==> src/rtl/bf_bus_pkg.sv <==
// Shared definitions for the BF chip 8-bit serial bus: op codes, phase codes and widths.
// Used by both the chip-side bus FSM and the board-side responder.
package bf_bus_pkg;

    localparam int BF_ADDR_WIDTH = 15;
    localparam int BF_DATA_WIDTH = 8;

    typedef enum logic [2:0] {
        OP_NONE = 3'b000,
        OP_PRD  = 3'b010,
        OP_DRD  = 3'b100,
        OP_DWR  = 3'b101,
        OP_IN   = 3'b110,
        OP_OUT  = 3'b111
    } bf_op_e;

    typedef enum logic [2:0] {
        PH_IDLE = 3'd0,
        PH_OP   = 3'd1,
        PH_AHI  = 3'd2,
        PH_ALO  = 3'd3,
        PH_DATA = 3'd4
    } bf_phase_e;

    function automatic logic is_mem_op(input logic [2:0] op);
        return (op == OP_PRD) || (op == OP_DRD) || (op == OP_DWR);
    endfunction

endpackage

==> src/rtl/bf_bus_responder.sv <==
// Board-side end of the BF chip serial bus: deframes op/addr/wdata, executes the access on
// the memory port or byte streams, and returns the result with a one-cycle op_done.
module bf_bus_responder
    import bf_bus_pkg::*;
#(
    parameter int ADDR_WIDTH = BF_ADDR_WIDTH,
    parameter int DATA_WIDTH = BF_DATA_WIDTH
) (
    input  logic                  clock,
    input  logic                  reset,
    input  logic                  run,
    input  logic [DATA_WIDTH-1:0] chip_bus,
    input  logic [2:0]            chip_phase,
    input  logic                  chip_halted,
    output logic                  chip_enable,
    output logic                  op_done,
    output logic [DATA_WIDTH-1:0] bus_in,
    output logic                  mem_req,
    output logic                  mem_we,
    output logic                  mem_space,
    output logic [ADDR_WIDTH-1:0] mem_addr,
    output logic [DATA_WIDTH-1:0] mem_wdata,
    input  logic                  mem_ack,
    input  logic [DATA_WIDTH-1:0] mem_rdata,
    input  logic [DATA_WIDTH-1:0] in_data,
    input  logic                  in_valid,
    output logic                  in_ready,
    output logic [DATA_WIDTH-1:0] out_data,
    output logic                  out_valid,
    input  logic                  out_ready,
    output logic                  proto_err,
    output logic                  run_done
);

    typedef enum logic [2:0] {
        R_WAIT, R_AHI, R_ALO, R_WDAT, R_MEM, R_IN, R_OUT, R_DONE
    } state_e;

    state_e                r_state;
    logic [2:0]            r_op;
    logic [ADDR_WIDTH-1:0] r_addr;
    logic [DATA_WIDTH-1:0] r_wdata;
    logic [DATA_WIDTH-1:0] r_rdata;
    logic                  r_discard;
    logic                  r_chip_enable;
    logic                  r_op_done;
    logic [DATA_WIDTH-1:0] r_bus_in;
    logic                  r_mem_req;
    logic                  r_mem_we;
    logic                  r_mem_space;
    logic [ADDR_WIDTH-1:0] r_mem_addr;
    logic [DATA_WIDTH-1:0] r_mem_wdata;
    logic                  r_in_ready;
    logic [DATA_WIDTH-1:0] r_out_data;
    logic                  r_out_valid;
    logic                  r_proto_err;
    logic                  r_run_done;

    state_e                w_state_next;
    logic [DATA_WIDTH-1:0] w_rdata_next;
    logic [DATA_WIDTH-1:0] w_wdata_next;
    logic                  w_discard_next;
    logic                  w_abort;
    logic                  w_proto_err;
    logic                  w_cap_op;
    logic                  w_cap_ahi;
    logic                  w_cap_alo;
    logic                  w_cap_wdat;
    logic                  w_mismatch;

    // A chip-side phase is only meaningful at edges where the chip itself advances.
    assign w_mismatch   = r_chip_enable && (chip_phase != PH_DATA);
    assign w_wdata_next = w_cap_wdat ? chip_bus : r_wdata;

    always_comb begin
        // NOTE: every output of this block gets a default first, so no path can infer a latch.
        w_state_next   = r_state;
        w_rdata_next   = r_rdata;
        w_discard_next = r_discard;
        w_abort        = 1'b0;
        w_proto_err    = 1'b0;
        w_cap_op       = 1'b0;
        w_cap_ahi      = 1'b0;
        w_cap_alo      = 1'b0;
        w_cap_wdat     = 1'b0;

        case (r_state)
            R_WAIT: begin
                if (r_chip_enable && chip_phase == PH_OP) begin
                    w_cap_op     = 1'b1;
                    w_state_next = R_AHI;
                end
            end
            R_AHI: begin
                if (r_chip_enable) begin
                    if (chip_phase == PH_AHI) begin
                        w_cap_ahi    = 1'b1;
                        w_state_next = R_ALO;
                    end else begin
                        w_abort = 1'b1;
                    end
                end
            end
            R_ALO: begin
                if (r_chip_enable) begin
                    if (chip_phase == PH_ALO) begin
                        w_cap_alo    = 1'b1;
                        w_state_next = R_WDAT;
                    end else begin
                        w_abort = 1'b1;
                    end
                end
            end
            R_WDAT: begin
                if (r_chip_enable) begin
                    if (chip_phase == PH_DATA) begin
                        w_cap_wdat = 1'b1;
                        if (is_mem_op(r_op)) begin
                            w_state_next = R_MEM;
                        end else if (r_op == OP_IN) begin
                            w_state_next = R_IN;
                        end else if (r_op == OP_OUT) begin
                            w_state_next = R_OUT;
                        end else begin
                            w_rdata_next = '0;
                            w_state_next = R_DONE;
                        end
                    end else begin
                        w_abort = 1'b1;
                    end
                end
            end
            R_MEM: begin
                // An outstanding memory request is never withdrawn; a broken frame only
                // discards its result once the ack arrives.
                if (w_mismatch) begin
                    w_proto_err    = 1'b1;
                    w_discard_next = 1'b1;
                end
                if (mem_ack) begin
                    if (!w_discard_next) begin
                        w_rdata_next = r_mem_we ? r_wdata : mem_rdata;
                    end
                    w_state_next   = w_discard_next ? R_WAIT : R_DONE;
                    w_discard_next = 1'b0;
                end
            end
            R_IN: begin
                if (in_valid && r_in_ready) begin
                    w_proto_err  = w_mismatch;
                    w_rdata_next = in_data;
                    w_state_next = w_mismatch ? R_WAIT : R_DONE;
                end else if (w_mismatch) begin
                    w_abort = 1'b1;
                end
            end
            R_OUT: begin
                if (w_mismatch) begin
                    w_proto_err    = 1'b1;
                    w_discard_next = 1'b1;
                end
                if (out_ready) begin
                    if (!w_discard_next) begin
                        w_rdata_next = r_wdata;
                    end
                    w_state_next   = w_discard_next ? R_WAIT : R_DONE;
                    w_discard_next = 1'b0;
                end
            end
            R_DONE: begin
                if (r_chip_enable) begin
                    w_state_next = R_WAIT;
                end
            end
        endcase

        if (w_abort) begin
            w_proto_err = 1'b1;
            if (chip_phase == PH_OP) begin
                w_cap_op     = 1'b1;
                w_state_next = R_AHI;
            end else begin
                w_state_next = R_WAIT;
            end
        end
    end

    always_ff @(posedge clock or posedge reset) begin
        if (reset) begin
            r_state       <= R_WAIT;
            r_op          <= '0;
            r_addr        <= '0;
            r_wdata       <= '0;
            r_rdata       <= '0;
            r_discard     <= 1'b0;
            r_chip_enable <= 1'b0;
            r_op_done     <= 1'b0;
            r_bus_in      <= '0;
            r_mem_req     <= 1'b0;
            r_mem_we      <= 1'b0;
            r_mem_space   <= 1'b0;
            r_mem_addr    <= '0;
            r_mem_wdata   <= '0;
            r_in_ready    <= 1'b0;
            r_out_data    <= '0;
            r_out_valid   <= 1'b0;
            r_proto_err   <= 1'b0;
            r_run_done    <= 1'b0;
        end else begin
            // NOTE: state registers use non-blocking assignments so every flop samples pre-edge values.
            r_chip_enable <= run;
            if (r_chip_enable) begin
                r_run_done <= chip_halted;
            end

            r_state   <= w_state_next;
            r_rdata   <= w_rdata_next;
            r_discard <= w_discard_next;
            r_wdata   <= w_wdata_next;
            if (w_proto_err) begin
                r_proto_err <= 1'b1;
            end
            if (w_cap_op) begin
                r_op <= chip_bus[2:0];
            end
            if (w_cap_ahi) begin
                r_addr[ADDR_WIDTH-1:8] <= chip_bus[ADDR_WIDTH-9:0];
            end
            if (w_cap_alo) begin
                r_addr[7:0] <= chip_bus[7:0];
            end

            // Outputs are registered images of the next state, quiet outside their own state.
            r_op_done   <= (w_state_next == R_DONE);
            r_bus_in    <= (w_state_next == R_DONE) ? w_rdata_next : '0;
            r_mem_req   <= (w_state_next == R_MEM);
            r_mem_we    <= (w_state_next == R_MEM) && (r_op == OP_DWR);
            r_mem_space <= (w_state_next == R_MEM) && (r_op != OP_PRD);
            r_mem_addr  <= (w_state_next == R_MEM) ? r_addr : '0;
            r_mem_wdata <= (w_state_next == R_MEM) ? w_wdata_next : '0;
            r_in_ready  <= (w_state_next == R_IN);
            r_out_valid <= (w_state_next == R_OUT);
            r_out_data  <= (w_state_next == R_OUT) ? w_wdata_next : '0;
        end
    end

    assign chip_enable = r_chip_enable;
    assign op_done     = r_op_done;
    assign bus_in      = r_bus_in;
    assign mem_req     = r_mem_req;
    assign mem_we      = r_mem_we;
    assign mem_space   = r_mem_space;
    assign mem_addr    = r_mem_addr;
    assign mem_wdata   = r_mem_wdata;
    assign in_ready    = r_in_ready;
    assign out_data    = r_out_data;
    assign out_valid   = r_out_valid;
    assign proto_err   = r_proto_err;
    assign run_done    = r_run_done;

endmodule
==> config.mk <==
export PLATFORM = sky130hd
export DESIGN_NAME = bf_bus_responder
export DESIGN_NICKNAME = d
export VERILOG_FILES = /design/src/rtl/bf_bus_pkg.sv /design/src/rtl/bf_bus_responder.sv
export SDC_FILE = /design/constraint.sdc
export NUM_CORES = 1
export LEC_CHECK = 0
export CAP_MARGIN = 25
export CORE_MARGIN = 2
export CORE_UTILIZATION = 44
export DETAILED_ROUTE_END_ITERATION = 8
export GPL_ROUTABILITY_DRIVEN = 0
export PLACE_DENSITY = 0.66
export REMOVE_ABC_BUFFERS = 1
export SLEW_MARGIN = 25
export SYNTH_ARGS = -nofsm -noshare
export SYNTH_HDL_FRONTEND = slang
export SYNTH_SLANG_ARGS = --single-unit
==> constraint.sdc <==
create_clock -name clock -period 2.9 [get_ports clock]
set_input_delay 0.29 -clock clock [delete_from_list [all_inputs] [get_ports clock]]
set_output_delay 0.29 -clock clock [all_outputs]
set_load 0.005 [all_outputs]
==> impl_metrics.csv <==
group,metric,value,unit
sta,tns,0,ns
cells_and_area,n_antenna_cell,0,
sta,finClkSkew,0.0155,ns
pwr,p_per_area,439,nW/µm²
cells_and_area,multi_input_comb_area,1580,µm²
worst_hold_path,hp-class,"input port to asynchronous set/reset pin",
logic_synthesis,yosysSeqAreaShare,0.551,
cts,insertion_delay,0.36,ns
sta,hold_viol,0,
run_status,status,"complete, no violations",
logic_synthesis,synth_flop_cell,"dfrtp_1",
routing,drtIter0Drc,154,
floorplan,die_y,98.2,µm
cts,postCtsSetupBuffers,0,
pwr,p_leak,2.31,nW
floorplan,ios,82,
pwr,switching_power,0.568,mW
cells_and_area,syn2layout_area_growth,29.2,%
logic_synthesis,synth.avg_cell_area,11.8,µm²
logic_synthesis,synth_edf_count,0,
logic_synthesis,syn_area,3910,µm²
cts,ctsRootBufferMaster,"clkbuf_8",
sta,rsz0062_at_grt,"false",
job,drv_cap,0,
pwr,clockPowerShare,0.355,
sta,slew_viol_final,0,
logic_synthesis,synth_cell_types,64,
cells_and_area,drive_gt1_frac,0.179,
place,numPortBuffers,81,
routing,routed_wl,9020,µm
cts,htree_levels,3,
critical_path,startpoint,"chip_enable",
pwr,vdd_drop_max,0.257,mV
routing,ant_nets,0,
place,dp_cells,517,
pwr,pwr-share-seq,0.562,
floorplan,coreArea,8680,µm²
pwr,switching_share,0.256,
global_routing,overflow,0,
floorplan,die_area,9650,µm²
cts,cts_resized,0,
cells_and_area,n_fill_cell,773,
critical_path,required,3.19,ns
global_routing,grt_start_max_net_pins,46,
cts,clk_pin_slew_worst_paths,0.10,ns
routing,vias_per_cell,5.45,
pwr,internal-power,1.65,mW
critical_path,crit_arrival,2.88,ns
global_routing,antenna_found_initial,0,
logic_synthesis,synth_cells,332,
floorplan,rows,34,
routing,drc,0,
floorplan,start_util,0.450,
sta,relSlewSlack,0.507,
logic_synthesis,yosys_register_bits,86,
sta,worst_pin_slew,0.739,ns
cts,cts.sinks,86,
sta,fmax,387,MHz
routing,wl_per_cell,16.9,µm
critical_path,reg2reg_from,"chip_enable",
cells_and_area,seq_area,2150,µm²
routing,drt-pass1-iter-count,4,
cts,clockBufferDepth,2,
critical_path,endpoint_kind,"flip-flop",
critical_path,crit_type,"flip-flop to flip-flop",
sta,setup_viol,0,
sta,setup_ws,0.314,ns
cts,cts_hold_buf,0,
pwr,combinationalPowerShare,0.083,
place,dp_hpwl,6520,µm
cts,cts_tree,"done",
routing,via_count,2903,
sta,fin_crit,2.59,ns
logic_synthesis,synthArstFlopShare,1.00,
global_routing,grt_pass1_wl,14600,µm
critical_path,cp-start-kind,"flip-flop",
cells_and_area,nets,454,
global_routing,track_usage,0.193,
critical_path,cp_max_fo,17,
floorplan,die_w,98.2,µm
cells_and_area,finalNonFillerCells,533,
sta,min_period_over_period,0.892,
cts,cts_buffers,9,
logic_synthesis,yosysWarningCount,0,
place,dpl_worst_slack,0.0358,ns
global_routing,grt_pass1_vias,2832,
-- worst paths after layout --
path	to	slack (ns)	cells after the start
min in group clock	chip_enable	0.38	1
worst max-delay path	mem_we	0.31	7
worst min-delay path	mem_addr[5]	0.35	2
worst min register to register	mem_addr[0]	0.48	1
max in group asynchronous	r_state[1]	1.87	3
worst max register to register	mem_we	0.31	7
-- metrics by stage --
| step | utilization | power, mW | cell area [µm²] | hold slack, ns |
|---|---|---|---|---|
| floorplan | - | 1.35 | 3800 | 0.321 |
| global placement | 0.561 | 1.45 | 4870 | 0.452 |
| detailed placement | 0.561 | 1.45 | 4870 | 0.458 |
| CTS | 0.582 | 2.24 | 5050 | 0.357 |
| global route | 0.582 | 2.31 | 5050 | 0.363 |
| finish | 0.582 | 2.22 | 5050 | 0.348 |
-- synth_stat cells (9+ instances only) --
cell type	n	area, µm²
a21oi_1	13	65.1
a31oi_1	9	56.3
and2_1	9	56.3
and2_4	9	78.8
dfrtp_1	86	2150
inv_1	16	60.1
mux2_2	21	236
mux2i_1	16	160
nand2_1	15	56.3
nor2_1	18	67.6
nor3_1	12	60.1
-- flip-flops by register name, summed over array words and instances, names as in the netlist, 3 cells and up --
signal,cells
bus_in,8
mem_wdata,8
r_wdata,8
out_data,8
r_addr,15
mem_addr,15
r_state,3
r_op,3
r_rdata,8
-- layout by cell type, fill, tap and decap left out, types with 3 or more instances in the layout --
master / instances
nor3_1: 12
clkdlybuf4s50_1: 81
mux2i_1: 16
nor2b_1: 7
and2_1: 9
o21ai_1: 4
inv_6: 3
inv_1: 15
nand3_1: 4
a221oi_1: 3
dfrtp_1: 86
o31ai_1: 5
clkbuf_8: 9
and2_4: 9
a222oi_1: 4
nor2_1: 18
a31oi_1: 9
a21oi_1: 13
nand3b_1: 3
nand2_1: 15
buf_4: 13
and3_1: 4
nand2b_1: 3
o21ai_0: 7
mux2_2: 21
-- power groups by stage --
stage          clock network [mW]  registers [mW]  logic (mW)
6_report                    0.787            1.24       0.184
5_1_grt                     0.856            1.25       0.202
4_1_cts                     0.804            1.24       0.187
3_5_place_dp                    0            1.27       0.186
3_3_place_gp                    0            1.27       0.182
2_1_floorplan                   0            1.26      0.0879
-- metal layers --
| layer | track usage | wire length, µm | up-vias |
|---|---|---|---|
| met5 | 0 | 0 | - |
| met4 | 0.0643 | 126 | 0 |
| met3 | 0.0401 | 399 | 9 |
| met2 | 0.300 | 4270 | 92 |
| met1 | 0.274 | 4220 | 1431 |
| li1 | - | - | 1371 |
-- cell type report --
cell class	count	share of cell area
Tap cell	108	0.0268
Sequential cell	86	0.426
Timing Repair Buffer	95	0.184
Inverter	18	0.0146
Multi-Input combinational cell	210	0.313
Clock buffer	10	0.0253
Clock inverter	6	0.0104
-- logic make-up (layout without fill, tap and decap cells) --
logic type | count (synthesis) | count (layout) | synth area share
multiplexers | 37 | 37 | 0.102
buffers and inverters | 36 | 129 | 0.0455
AND/OR/NAND/NOR | 105 | 105 | 0.167
AO/OA/AOI/OAI | 65 | 65 | 0.129
XOR/XNOR | 3 | 3 | 0.00673
flip-flops | 86 | 86 | 0.551
-- critical path, stage by stage, from the launching register on --
cell       delay, ns
dfrtp_1         0.68
or2_2           0.30
nand2_1         0.08
a31oi_1         0.24
o2111ai_1       0.20
or4_4           0.69
inv_6           0.17
and3_1          0.16
Note: power is estimated with default switching activity, not from simulation.
==> RTL edit 1: new RTL, config.mk and constraints unchanged <==
Take the reset off `r_mem_addr` and load it in a clocked block of its own.
--- a/src/rtl/bf_bus_responder.sv
+++ b/src/rtl/bf_bus_responder.sv
@@ -201,3 +201,2 @@
             r_mem_space   <= 1'b0;
-            r_mem_addr    <= '0;
             r_mem_wdata   <= '0;
@@ -238,3 +237,2 @@
             r_mem_space <= (w_state_next == R_MEM) && (r_op != OP_PRD);
-            r_mem_addr  <= (w_state_next == R_MEM) ? r_addr : '0;
             r_mem_wdata <= (w_state_next == R_MEM) ? w_wdata_next : '0;
@@ -244,2 +242,6 @@
         end
+    end
+
+    always_ff @(posedge clock) begin
+        r_mem_addr <= (w_state_next == R_MEM) ? r_addr : '0;
     end
Formal check against the unedited RTL: differs if reset is asserted again (counterexample within 10 cycles, from zero or initial values and one cycle with reset high); with reset held inactive, the same outputs for 10 cycles.
==> RTL edit 1 against the unedited design <==
Global-route usage about the same; fmax increased by 2.0%; power up 2.2%; count of clock-buffer cells in the layout did not move; clock skew down 2.0 ps; routed wire length fell by 13%; final cell count shrank 9.6%; sequential cell count unchanged; worst setup slack better by 52 ps; non-clock buffer count decreased by 5; die area fell by 11%; design area down 8.5%; area after synthesis down 11%; largest cell class unchanged.
==> RTL edit 1: results (changes against the unedited design) <==
[yosys]
synthArstFlopShare_pct=82.6  ; was 100%
yosysSeqAreaShare_pct=60.0  ; was 55.1%
netlist_instances=285  ; was 332
synth_area_leaders=dfrtp_1 51%, dfxtp_1 8.7%, mux2_2 6.2%  ; was dfrtp_1 55%, mux2_2 6.1%, mux2i_1 4.1%
ys_types=49  ; was 64

[placement]
placed_cell_area_um2=4410  ; was 4870 um^2
post-place-cells=466  ; was 517
place_ws_ps=31.9  ; was 35.8 ps
hpwl_um=5650  ; was 6520 um

[grt]
grt_pass1_vias=2511  ; was 2832
groute.usage.overall_pct=19.4  ; was 19.3%
grt_pass1_wl_um=12700  ; was 14600 um

[power]
p_seq_share_pct=54.6  ; was 56.2%
ir_worst_vdd_mv=0.272  ; was 0.257 mV
power_leakage_uw=0.00217  ; was 0.00231 uW
powerComb_uw=152  ; was 184 uW

[finish]
drive_above_1_share_pct=16.3  ; was 17.9%
nets=409  ; was 454

[drt]
wl_um=7850  ; was 9020 um
avgViaCountPerCell=5.15  ; was 5.45
initialDrtViolationCount=94  ; was 154

[worst_setup_path]
rrSetupSlack_ps=370  ; was 310 ps
reg2reg_to=mem_addr[0]  ; was mem_we
arrival_ps=2830  ; was 2880 ps
r2r_start=r_state[1]  ; was chip_enable

[sta]
slew_headroom_pct=44.4  ; was 50.7%
holdWs_ps=263  ; was 348 ps
clock_skew_ps=13.5  ; was 15.5 ps

[outcome]
status=finished, final reports clean  ; unchanged

==> RTL edit 1: cell count changes after synthesis, moves of 6 or more <==
| cell | unedited run | this run |
|---|---|---|
| dfrtp_1 | 86 | 71 |
| dfxtp_1 | 0 | 15 |
| and3_1 | 4 | 16 |
| nor3_1 | 12 | 1 |
| nor2_1 | 18 | 28 |
| a221o_1 | 0 | 9 |
| a31oi_1 | 9 | 0 |
| and2_4 | 9 | 0 |
| nand2_1 | 15 | 6 |
| a22oi_1 | 0 | 8 |
| nor3_2 | 1 | 9 |
| a21oi_1 | 13 | 6 |
| mux2i_1 | 16 | 10 |
==> RTL edit 1: area by class of cell <==
cell class,count,area [um^2]
fillers,655,3070
flip-flops and latches,86,2080
multi-input cells,173,1270
repair buffers,90,878
clock buffers,10,138
well taps,102,128
clock inverters,6,75.1
inverters,15,56.3
==> RTL edit 1: routing by layer <==
layer	wire length, um	global-route usage (%)	share of wire [%]
met5	0	0	0
met2	3340	28.3	43
met1	3790	27.4	48
met3	582	6.35	7.4
met4	138	6.50	1.8
==> RTL edit 1: worst max-delay path by stage <==
stage,start,cells past startpoint,end,slack [ps]
after floorplan,chip_enable,6,bus_in[1],750
after global placement,chip_phase[0],7,mem_addr[13],100
after detailed placement,chip_phase[0],7,mem_addr[0],30
after CTS,r_state[1],6,mem_addr[0],390
after global routing,r_state[1],6,mem_we,190
final,r_state[1],6,mem_addr[0],370
==> RTL edit 1: kinds of logic (layout without fill, tap and decap cells) <==
group | after synthesis | after routing | synth area share, %
simple gates | 99 | 99 | 17.3
xor+xnor | 1 | 1 | 0.253
flops | 86 | 86 | 60.0
buf+inv | 26 | 121 | 3.33
compound gates | 44 | 44 | 10.0
mux | 29 | 29 | 9.08
==> RTL edit 2: new RTL, config.mk and constraints unchanged <==
Made on the original files. `BF_ADDR_WIDTH`: 15 -> 14.
--- a/src/rtl/bf_bus_pkg.sv
+++ b/src/rtl/bf_bus_pkg.sv
@@ -4,3 +4,3 @@
 
-    localparam int BF_ADDR_WIDTH = 15;
+    localparam int BF_ADDR_WIDTH = 14;
     localparam int BF_DATA_WIDTH = 8;
Ports: changed (resized mem_addr); port bits go from 82 to 81. The function was not compared with the original's and may differ.
==> RTL edit 2 against the unedited design <==
Non-clock buffer count increased by 5; worst setup slack worse by 5.7 ps; utilization is 1.8 points higher; power about the same; clock skew decreased by 0.75 ps; design area shrank 2.4%; routed wire length is 0.90% higher; sequential cell count is 2 lower; area after synthesis decreased by 4.9%; largest cell class unchanged.
==> RTL edit 2: results (changes against the unedited design) <==
[outcome]
status=finished, final reports clean  ; unchanged

[worst_setup_path]
cp_max_fo=11  ; was 17
cpLargestDelayFamily=compound AO/OA/AOI/OAI gates  ; was simple AND/OR/NAND/NOR gates
r2r_start=r_state[0]  ; was chip_enable
slowest_delay_ps=610  ; was 690 ps
worstRegToRegCells=6  ; was 7
arrival_ps=2810  ; was 2880 ps
reg2reg_to=in_ready  ; was mem_we
cp_slowest_cell=dfrtp_1  ; was or4_4

[sta]
slew_headroom_pct=46.2  ; was 50.7%
clock_skew_ps=14.7  ; was 15.5 ps

[yosys]
synth_area_leaders=dfrtp_1 57%, mux2_2 5.5%, nor4_1 5.2%  ; was dfrtp_1 55%, mux2_2 6.1%, mux2i_1 4.1%
synth_common_cells=84 x dfrtp_1, 41 x inv_1, 31 x nor4_1  ; was 86 x dfrtp_1, 21 x mux2_2, 18 x nor2_1
ys_types=51  ; was 64
synth_compound_gate_area_share_pct=11.5  ; was 12.9%
yosysSeqAreaShare_pct=56.5  ; was 55.1%
synth-xor-area-share_pct=0.236  ; was 0.672%
syn_area_per_cell_um2=11.5  ; was 11.8 um^2
synth_mux_area_share_pct=8.41  ; was 10.2%

[placement]
port_buffers=80  ; was 81
post-place-cells=508  ; was 517
hpwl_um=6410  ; was 6520 um

[finish]
drive_above_1_share_pct=15.0  ; was 17.9%
fillers=689  ; was 773
nets=448  ; was 454
diodes=0  ; unchanged

[drt]
wl_per_cell_um=17.4  ; was 16.9 um
initialDrtViolationCount=131  ; was 154
avgViaCountPerCell=5.50  ; was 5.45

[clock_network]
post_cts_buffers=0  ; unchanged

[power]
power_leakage_uw=0.00229  ; was 0.00231 uW
intPower_uw=1620  ; was 1650 uW
ir_worst_vdd_mv=0.334  ; was 0.257 mV

[grt]
grt_pass1_wl_um=14200  ; was 14600 um
groute.usage.overall_pct=20.8  ; was 19.3%
antenna_found_initial=0  ; unchanged
grt_max_degree=45  ; was 46
grt_pass1_vias=2758  ; was 2832

-- RTL edit 2: routing by layer --
layer / global-route usage [%] / up-vias / routed length [um] / part of all wire (%)
met3: 3.37 / 7 / 436 / 4.8
met4: 7.14 / 0 / 95 / 1.0
met2: 33.3 / 88 / 4470 / 49
li1: - / 1350 / - / -
met1: 28.9 / 1438 / 4100 / 45
met5: 0 / - / 0 / 0
-- RTL edit 2: worst reg2reg max path, stage by stage (launching register included) --
cell	delay, ps
dfrtp_1	610
nand2b_1	190
a2111o_1	430
a21boi_0	150
a2111o_1	470
buf_4	200
a2111oi_0	420
-- RTL edit 2: how the worst max path moves through the flow --
stage,startpoint,endpoint,slack (ps)
after CTS,chip_phase[0],bus_in[3],380
after global placement,chip_phase[0],bus_in[3],60
after floorplan,r_state[1],bus_in[0],220
after detailed placement,chip_phase[0],bus_in[3],4
final,r_state[0],in_ready,310
after global routing,chip_phase[0],bus_in[3],130
-- RTL edit 2: cell type report --
type,count,area share [%]
Tap cell,105,2.67
Timing Repair Buffer,100,19.6
Clock inverter,7,1.60
Clock buffer,9,2.52
Multi-Input combinational cell,178,27.8
Sequential cell,84,42.7
Inverter,41,3.15
-- RTL edit 2: power by group through the flow --
stage	Sequential [uW]	Combinational, uW	Clock (uW)
2_1_floorplan	1230	83.5	0
3_3_place_gp	1230	171	0
3_5_place_dp	1230	174	0
4_1_cts	1210	175	849
5_1_grt	1210	191	904
6_report	1210	174	831
-- RTL edit 2: cells by family after synthesis --
| logic type | after synthesis |
|---|---|
| AOI/OAI and AO/OA | 50 |
| muxes | 29 |
| xor gates and xnor gates | 1 |
| DFF | 84 |
| and+or+nand+nor | 98 |
| buffers and inverters | 61 |
-- RTL edit 2: through the flow --
step           cell area [um^2]  power [uW]  utilization, %  setup WS [ps]  hold WS, ps
2_1_floorplan              3620        1310               -            217          321
3_3_place_gp               4720        1400            57.5           57.0          458
3_5_place_dp               4720        1410            57.5           3.70          462
4_1_cts                    4920        2240            59.9            376          257
5_1_grt                    4920        2310            59.9            127          281
6_report                   4920        2220            59.9            308          248
